===== src/rtl/vend_pkg.sv =====
// Shared types and defaults for the vending-machine sequencing controller.
package vend_pkg;

  typedef enum logic [2:0] {
    IDLE,
    ISSUE,
    WAIT,
    SODA,
    CHANGE,
    FAULT
  } state_t;

  typedef enum logic [1:0] {
    C_NONE,
    C1,
    C2,
    C5
  } coin_t;

  localparam int DFA_LAT_DEF = 1;
  localparam int TO_CYC_DEF  = 64;

  // Fixed-priority pick: 5 beats 2 beats 1.
  function automatic coin_t pick_coin(input logic any5, input logic any2, input logic any1);
    if (any5) return C5;
    if (any2) return C2;
    if (any1) return C1;
    return C_NONE;
  endfunction

endpackage


===== src/rtl/vend_coin_cnt.sv =====
// Saturating up/down pending-coin counter; a coin on a full counter is dropped.
module vend_coin_cnt #(
  parameter int CNT_W = 2
) (
  input  logic             clk,
  input  logic             rst_n,
  input  logic             inc,
  input  logic             dec,
  output logic [CNT_W-1:0] count,
  output logic             full
);

  logic up;
  logic down;

  assign full = &count;
  assign up   = inc & ~full;
  assign down = dec & (count != '0);

  // NOTE: state registers use non-blocking assignments so every flop samples
  // pre-edge values regardless of block evaluation order.
  always_ff @(posedge clk or negedge rst_n) begin
    if (!rst_n) begin
      count <= '0;
    end else if (up && !down) begin
      count <= count + 1'b1;
    end else if (down && !up) begin
      count <= count - 1'b1;
    end
  end

endmodule


===== src/rtl/vend_seq.sv =====
// Serialises coin pulses into the dfa block and runs the soda/hopper handshakes.
module vend_seq
  import vend_pkg::*;
#(
  parameter int CNT_W   = 2,
  parameter int DFA_LAT = DFA_LAT_DEF,
  parameter int TO_CYC  = TO_CYC_DEF
) (
  input  logic clk,
  input  logic rst_n,
  input  logic coin1,
  input  logic coin2,
  input  logic coin5,
  output logic dfa_in1,
  output logic dfa_in2,
  output logic dfa_in5,
  input  logic dfa_out1,
  input  logic dfa_out2,
  input  logic dfa_out2x2,
  input  logic dfa_soda,
  output logic soda_req,
  input  logic soda_ack,
  output logic hop_req,
  output logic hop_sel,
  input  logic hop_ack,
  output logic coin_rej,
  output logic busy,
  output logic fault
);

  localparam int TO_W = (TO_CYC > 2) ? $clog2(TO_CYC) : 1;

  state_t            state;
  coin_t             win;
  logic [CNT_W-1:0]  p1, p2, p5;
  logic              full1, full2, full5;
  logic              arb, dec1, dec2, dec5, rej_any;
  logic [2:0]        wait_cnt;
  logic [2:0]        n2;
  logic              n1;
  logic [TO_W-1:0]   to_cnt;
  logic              to_hit;
  logic              hop_last;

  assign win     = pick_coin(p5 != '0, p2 != '0, p1 != '0);
  assign arb     = (state == IDLE);
  assign dec1    = arb & (win == C1);
  assign dec2    = arb & (win == C2);
  assign dec5    = arb & (win == C5);
  assign rej_any = (coin1 & full1) | (coin2 & full2) | (coin5 & full5);
  assign to_hit  = (to_cnt == TO_W'(TO_CYC - 1));
  // A 1-unit handshake is only ever issued once all 2-unit coins are paid out.
  assign hop_last = !hop_sel || (n2 == 3'd1 && !n1);

  vend_coin_cnt #(.CNT_W(CNT_W)) u_cnt1 (
    .clk(clk), .rst_n(rst_n), .inc(coin1), .dec(dec1), .count(p1), .full(full1)
  );
  vend_coin_cnt #(.CNT_W(CNT_W)) u_cnt2 (
    .clk(clk), .rst_n(rst_n), .inc(coin2), .dec(dec2), .count(p2), .full(full2)
  );
  vend_coin_cnt #(.CNT_W(CNT_W)) u_cnt5 (
    .clk(clk), .rst_n(rst_n), .inc(coin5), .dec(dec5), .count(p5), .full(full5)
  );

  always_ff @(posedge clk or negedge rst_n) begin
    if (!rst_n) begin
      state    <= IDLE;
      dfa_in1  <= 1'b0;
      dfa_in2  <= 1'b0;
      dfa_in5  <= 1'b0;
      soda_req <= 1'b0;
      hop_req  <= 1'b0;
      hop_sel  <= 1'b0;
      coin_rej <= 1'b0;
      busy     <= 1'b0;
      fault    <= 1'b0;
      wait_cnt <= '0;
      n2       <= '0;
      n1       <= 1'b0;
      to_cnt   <= '0;
    end else begin
      dfa_in1  <= 1'b0;
      dfa_in2  <= 1'b0;
      dfa_in5  <= 1'b0;
      coin_rej <= rej_any;
      case (state)
        IDLE: begin
          if (win != C_NONE) begin
            dfa_in1 <= (win == C1);
            dfa_in2 <= (win == C2);
            dfa_in5 <= (win == C5);
            busy    <= 1'b1;
            state   <= ISSUE;
          end
        end
        ISSUE: begin
          wait_cnt <= 3'd1;
          state    <= WAIT;
        end
        WAIT: begin
          if (wait_cnt == 3'(DFA_LAT)) begin
            n2     <= {1'b0, dfa_out2x2, 1'b0} + {2'b00, dfa_out2};
            n1     <= dfa_out1;
            to_cnt <= '0;
            if (dfa_soda) begin
              soda_req <= 1'b1;
              state    <= SODA;
            end else if (dfa_out1 || dfa_out2 || dfa_out2x2) begin
              state <= CHANGE;
            end else begin
              busy  <= 1'b0;
              state <= IDLE;
            end
          end else begin
            wait_cnt <= wait_cnt + 3'd1;
          end
        end
        SODA: begin
          if (soda_ack) begin
            soda_req <= 1'b0;
            to_cnt   <= '0;
            if (n1 || n2 != 3'd0) begin
              state <= CHANGE;
            end else begin
              busy  <= 1'b0;
              state <= IDLE;
            end
          end else if (to_hit) begin
            soda_req <= 1'b0;
            fault    <= 1'b1;
            state    <= FAULT;
          end else begin
            to_cnt <= to_cnt + 1'b1;
          end
        end
        CHANGE: begin
          // hop_sel only moves while hop_req is low, so it is stable per handshake.
          if (!hop_req) begin
            hop_req <= 1'b1;
            hop_sel <= (n2 != 3'd0);
            to_cnt  <= '0;
          end else if (hop_ack) begin
            hop_req <= 1'b0;
            if (hop_sel) n2 <= n2 - 3'd1;
            else         n1 <= 1'b0;
            if (hop_last) begin
              busy  <= 1'b0;
              state <= IDLE;
            end
          end else if (to_hit) begin
            hop_req <= 1'b0;
            fault   <= 1'b1;
            state   <= FAULT;
          end else begin
            to_cnt <= to_cnt + 1'b1;
          end
        end
        FAULT: begin
        end
        default: state <= IDLE;
      endcase
    end
  end

endmodule


===== config.mk =====
export PLATFORM = sky130hd
export DESIGN_NAME = vend_seq
export DESIGN_NICKNAME = d
export VERILOG_FILES = /design/src/rtl/vend_pkg.sv /design/src/rtl/vend_coin_cnt.sv /design/src/rtl/vend_seq.sv
export SDC_FILE = /design/constraint.sdc
export NUM_CORES = 1
export LEC_CHECK = 0
export ABC_AREA = 1
export BUFFER_PORTS_ARGS = -buffer_cell sky130_fd_sc_hd__clkbuf_2
export CAP_MARGIN = 15
export CORE_ASPECT_RATIO = 1.2
export CORE_MARGIN = 2
export CORE_UTILIZATION = 41
export DETAILED_ROUTE_END_ITERATION = 10
export GPL_TIMING_DRIVEN = 0
export PLACE_DENSITY = 0.58
export RECOVER_POWER = 100
export SLEW_MARGIN = 20
export SYNTH_ARGS = -nofsm -noshare
export SYNTH_HDL_FRONTEND = slang
export SYNTH_SLANG_ARGS = --single-unit

===== constraint.sdc =====
create_clock -name clk -period 4.7 [get_ports clk]
set_input_delay 0.235 -clock clk [delete_from_list [all_inputs] [get_ports clk]]
set_output_delay 0.235 -clock clk [all_outputs]
set_load 0.01 [all_outputs]

; After elaboration in Yosys (flattened, before gate mapping)
; Cells that the tools add are included.
; W data, S select, Z words.
[totals]
ff_bits = 31
inputBits = 11
out_inout_bits = 9
wordCells = 197
[classes]
n_addsub = 10
n_eq_ne = 29
muxes = 76
n_bitwise = 19
reduce_logical = 46
[op_table]
columns = operator, n
row1 = $mux W3, 15
row2 = $mux W1, 36
row3 = $mux W6, 5
row4 = $ne A2 B2 Y1 const B, 14
row5 = $mux W2, 12
row6 = $reduce_bool A2 Y1, 11
row7 = $pmux W3 S6, 1
row8 = $pmux W6 S3, 1
row9 = $reduce_and A5 Y1, 3
row10 = $and A1 B1 Y1, 12
row11 = $pmux W3 S2, 2
row12 = $reduce_and A10 Y1, 1
row13 = $reduce_and A2 Y1, 5
row14 = $eq A3 B1 Y1 const B, 3
row15 = $ne A3 B3 Y1 const B, 3
row16 = $logic_not A1 Y1, 8
row17 = $reduce_and A4 Y1, 2
row18 = $logic_and A1 B1 Y1, 7
row19 = $add A2 B1 Y2 const B, 3
row20 = $add A6 B1 Y6 const B, 1
row21 = $eq A3 B2 Y1 const B, 2
row22 = $eq A3 B3 Y1 const B, 2
row23 = $eq A6 B6 Y1 const B, 1
row24 = $pmux W1 S2, 3
row25 = 15 further kinds, 27

; Longest topological paths before layout
[logic_depth]
depth_word = 14
ltp_mapped = 10

; Modules after synthesis
; Synthesis repeated with hierarchy kept, for this count alone.
[unflattened]
hier_cells = 277
hier_area_um2 = 2008.2
[by_module_without_submodules]
columns = module, n_inst, cells_per_inst, area_per_inst_um2, seq_area_each_um2
row1 = vend_seq, 1, 220, 1602.8, 625.6
row2 = vend_coin_cnt, 3, 19, 135.1, 50.0

; Worst setup path before layout
; No wires, ideal clock.
[synth_timing]
kind = register to register
startpoint = register state[0]
endpoint = register u_cnt1.count[1]
arrival_ns = 1.608
path_slack_ns = 2.968
stages_incl_launch_ff = 9
path_buffers = 0
path_cell_list = dfrtp_1 > nor2_4 > nand3_1 > nor3_1 > inv_1 > ha_1 > a21oi_1 > o21ai_0 > xnor2_1
[synth_via]
elab_chain_cells = 6
[synth_rtl]
columns = element, line
row1 = "start, declared", vend_seq.sv:33  ; state_t state;
row2 = "start signal, assigned", vend_seq.sv:67  ; state <= IDLE;
row3 = "start signal, assigned", vend_seq.sv:93  ; state <= ISSUE;
row4 = "start signal, assigned", vend_seq.sv:98  ; state <= WAIT;
row5 = $logic_not A3 Y1 (*), vend_seq.sv:46  ; assign arb = (state == IDLE);
row6 = $and A1 B1 Y1 (*), vend_seq.sv:47  ; assign dec1 = arb & (win == C1);
row7 = $and A1 B1 Y1 (*), vend_coin_cnt.sv:18  ; assign down = dec & (count != '0);
row8 = $logic_not A1 Y1, vend_coin_cnt.sv:25  ; end else if (up && !down) begin
row9 = $logic_and A1 B1 Y1, vend_coin_cnt.sv:25
row10 = $mux W2 or $reduce_bool A2 Y1 (tied branches), n/a
row11 = "end signal, assigned", vend_coin_cnt.sv:26  ; count <= count + 1'b1;
row12 = "end signal, assigned", vend_coin_cnt.sv:28  ; count <= count - 1'b1;
row13 = "end, declared", vend_coin_cnt.sv:9  ; output logic [CNT_W-1:0] count,
; Every way passes the cells marked *; elsewhere a longest branch is shown, timed or not.
; A chain may end at the register's enable or synchronous reset.

; Final worst setup path
; Same ends and word-level chain as after synthesis.

==> flow_summary_export.csv <==
group,metric,value,unit
sta,finalSetupViolCount,0,
routing,postRouteWirelength,3.910,mm
power,powerDensity,599.4,mW/mm^2
sta,relSlewSlack,-8.537,%
clock_tree,cts_setup_buffers,0,
yosys,syn_avg_cell_area,7.617,um^2
clock_tree,clkTransAtPathRegs,0.06,ns
layout,utilization,47.18,%
sta,min_period,2.135,ns
outcome,outcome,"complete, but fails checks",
clock_tree,cts-resized-gates,0,
worst_hold_path,min_from,"coin1",
sta,fmax,468.3,MHz
worst_setup_path,arrival,2.30,ns
routing,drtAntennaViolNets,0,
yosys,synthTopCellsByArea,"dfrtp_1 41%, nand2_1 14%, nand3_1 6.3%",
layout,multi_input_area,948.4,um^2
clock_tree,cts_hold_buffers,0,
floorplanning,num_rows,27,
clock_tree,cts_made_buffers,5,
floorplanning,core-area,0.004527,mm^2
clock_tree,clk_latency,0.28,ns
routing,remaining_drc_errors,0,
layout,drive_above_1_share,9.712,%
yosys,seq_area_frac_synth,40.58,%
sta,finalSetupTns,0,ns
sta,tightest_slew,1.628,ns
global_route,antenna_found_initial,0,
routing,drt_iter0_drc,48,
yosys,syn_nets,271,
sta,clock_skew,0.003191,ns
power,irDropWorstVdd,0.2951,mV
yosys,synth_edf_count,0,
global_route,grt_pass1_vias,1509,
floorplanning,io_pins,20,
layout,area_growth,11.71,%
floorplanning,dieHeight,78.81,um
global_route,track_usage,16.63,%
worst_setup_path,end_kind,"flop",
yosys,syn_area,0.001912,mm^2
global_route,grt_first_pass_wirelength,6.727,mm
worst_setup_path,crit_fanout,6,
clock_tree,root_buffer,"clkbuf_8",
clock_tree,cts.sinks,31,
routing,via_count,1640,
routing,vias_per_cell,4.881,
layout,fin_nets,297,
sta,final_hold_viol_count,0,
clock_tree,htreeDepth,2,
global_route,grt_max_degree,32,
floorplanning,start_util,42.23,%
place,place_congestion,0.9059,
worst_setup_path,worstPathRequired,4.87,ns
clock_tree,clock_path_buffers,2,
worst_hold_path,hp-class,"input pin to flop",
yosys,async_flop_share,100.0,%
yosys,synth_ff_type,"dfrtp_1",
yosys,synth.largest_area_cell,"dfrtp_1",
yosys,synth_top_area_share,40.58,%
power,leakagePower,0.001113,uW
global_route,gr-total-overflow,0,
layout,n_antenna_cell,0,
sta,drv_slew,32,
routing,firstDrtPassIters,4,
worst_setup_path,critical_path_class,"flop to flop",
yosys,synth.distinct_cells,28,
layout,fill_cells,503,
yosys,synth_warnings,0,
sta,fin_crit_sh,45.43,%
worst_setup_path,reg2reg_from,"state[0]$_DFFE_PN0P_",
outcome,violations,"capacitance limit, slew limit",
yosys,yosys_register_bits,31,
worst_setup_path,startpoint_type,"flop",
sta,rsz0062_at_grt,"no",
yosys,netlist_instances,251,
layout,final-seq-area,775.7,um^2
place,io_buffers,19,
floorplanning,dieWidth,66.34,um
routing,wl_per_cell,11.64,um
worst_setup_path,startpoint,"state[0]$_DFFE_PN0P_",
clock_tree,tritoncts,"yes",
floorplanning,fp.dieArea,0.005228,mm^2
run,drv_cap,1,
place,dp_hpwl,2.996,mm
==> Yosys cell counts (2+ instances only) <==
master / instances
a21boi_0: 3
a21oi_1: 7
dfrtp_1: 31
ha_1: 9
inv_1: 31
inv_2: 3
nand2_1: 69
nand2_2: 2
nand2_4: 2
nand3_1: 24
nand3_2: 2
nand4_1: 6
nor2_1: 23
nor2_2: 2
nor2_4: 3
nor3_1: 6
o21ai_0: 12
xnor2_1: 6
==> report_power, final <==
part / internal (uW) / switching (uW)
Combinational: 213 / 348
Sequential: 363 / 85.3
Clock: 171 / 98.6
Total: 748 / 532
==> cell usage in the layout (no fill, tap or decap), types with 7 or more instances in the layout <==
cell type,count
nand2_1,70
inv_1,33
dfrtp_1,31
nor2_1,26
nand3_1,26
o21ai_0,14
clkbuf_1,10
ha_1,9
clkbuf_2,9
a21oi_1,7
==> cells by family (layout without fill, tap and decap cells) <==
| group | Yosys count | in the layout | share of synthesized area [%] |
|---|---|---|---|
| AOI/OAI and AO/OA | 28 | 28 | 8.770 |
| xor gates and xnor gates | 6 | 6 | 2.749 |
| adders and majority gates | 9 | 9 | 5.890 |
| buffers and inverters | 35 | 62 | 7.264 |
| DFF | 31 | 31 | 40.58 |
| and+or+nand+nor | 142 | 142 | 34.75 |
==> critical path, cell delays in order (launching register included) <==
cell,delay [ns]
dfrtp_1,0.42
nor2_1,0.39
nand3_1,0.22
nor3_1,0.26
inv_1,0.08
ha_1,0.30
a21oi_1,0.11
o21ai_0,0.11
xnor2_1,0.13
==> per-stage QoR <==
step | hold slack [ns] | worst slack (ns) | total power [uW] | area, um^2 | cells
floorplan | -0.06059 | 2.968 | 907.5 | 1912 | 251
global placement | 0.3546 | 2.750 | 1053 | 2079 | 328
detailed placement | 0.3519 | 2.736 | 1066 | 2079 | 328
CTS | 0.04676 | 2.722 | 1343 | 2197 | 336
global route | 0.2331 | 2.340 | 1408 | 2136 | 336
finish | 0.2128 | 2.565 | 1280 | 2136 | 336
==> worst paths after layout <==
path / endpoint / slack (ns) / cells after the start
max: u_cnt1.count[1]$_DFFE_PN0P_ / 2.56 / 8
min: coin_rej$_DFF_PN0_ / 0.21 / 3
max reg2reg: u_cnt1.count[1]$_DFFE_PN0P_ / 2.56 / 8
min reg2reg: fault$_DFFE_PN0P_ / 0.47 / 1
max in group asynchronous: to_cnt[5]$_DFFE_PN0P_ / 3.40 / 1
min in group asynchronous: n2[0]$_DFFE_PN0P_ / 0.36 / 1
==> layer usage <==
| metal | share of wire (%) | global-route usage, % | up-vias |
|---|---|---|---|
| met1 | 47 | 21.96 | 749 |
| met4 | 1.5 | 5.510 | 0 |
| met5 | 0 | 0 | - |
| li1 | - | - | 862 |
| met3 | 4.1 | 3.541 | 6 |
| met2 | 48 | 26.90 | 23 |
==> layout make-up <==
cell class | count | share of cell area, %
plain buffers | 1 | 0.5272
flip-flops and latches | 31 | 36.32
well taps | 58 | 3.398
multi-input cells | 185 | 44.41
clock buffers | 6 | 3.866
inverters | 34 | 5.975
repair buffers | 19 | 3.866
clock inverters | 2 | 1.640
==> sequential cells by signal, indices dropped and copies added, names as in the netlist, 2 cells and up <==
register / cells
u_cnt5.count: 2
wait_cnt: 3
u_cnt1.count: 2
to_cnt: 6
state: 3
u_cnt2.count: 2
n2: 3
No activity file was read; power rests on OpenSTA's default activity.
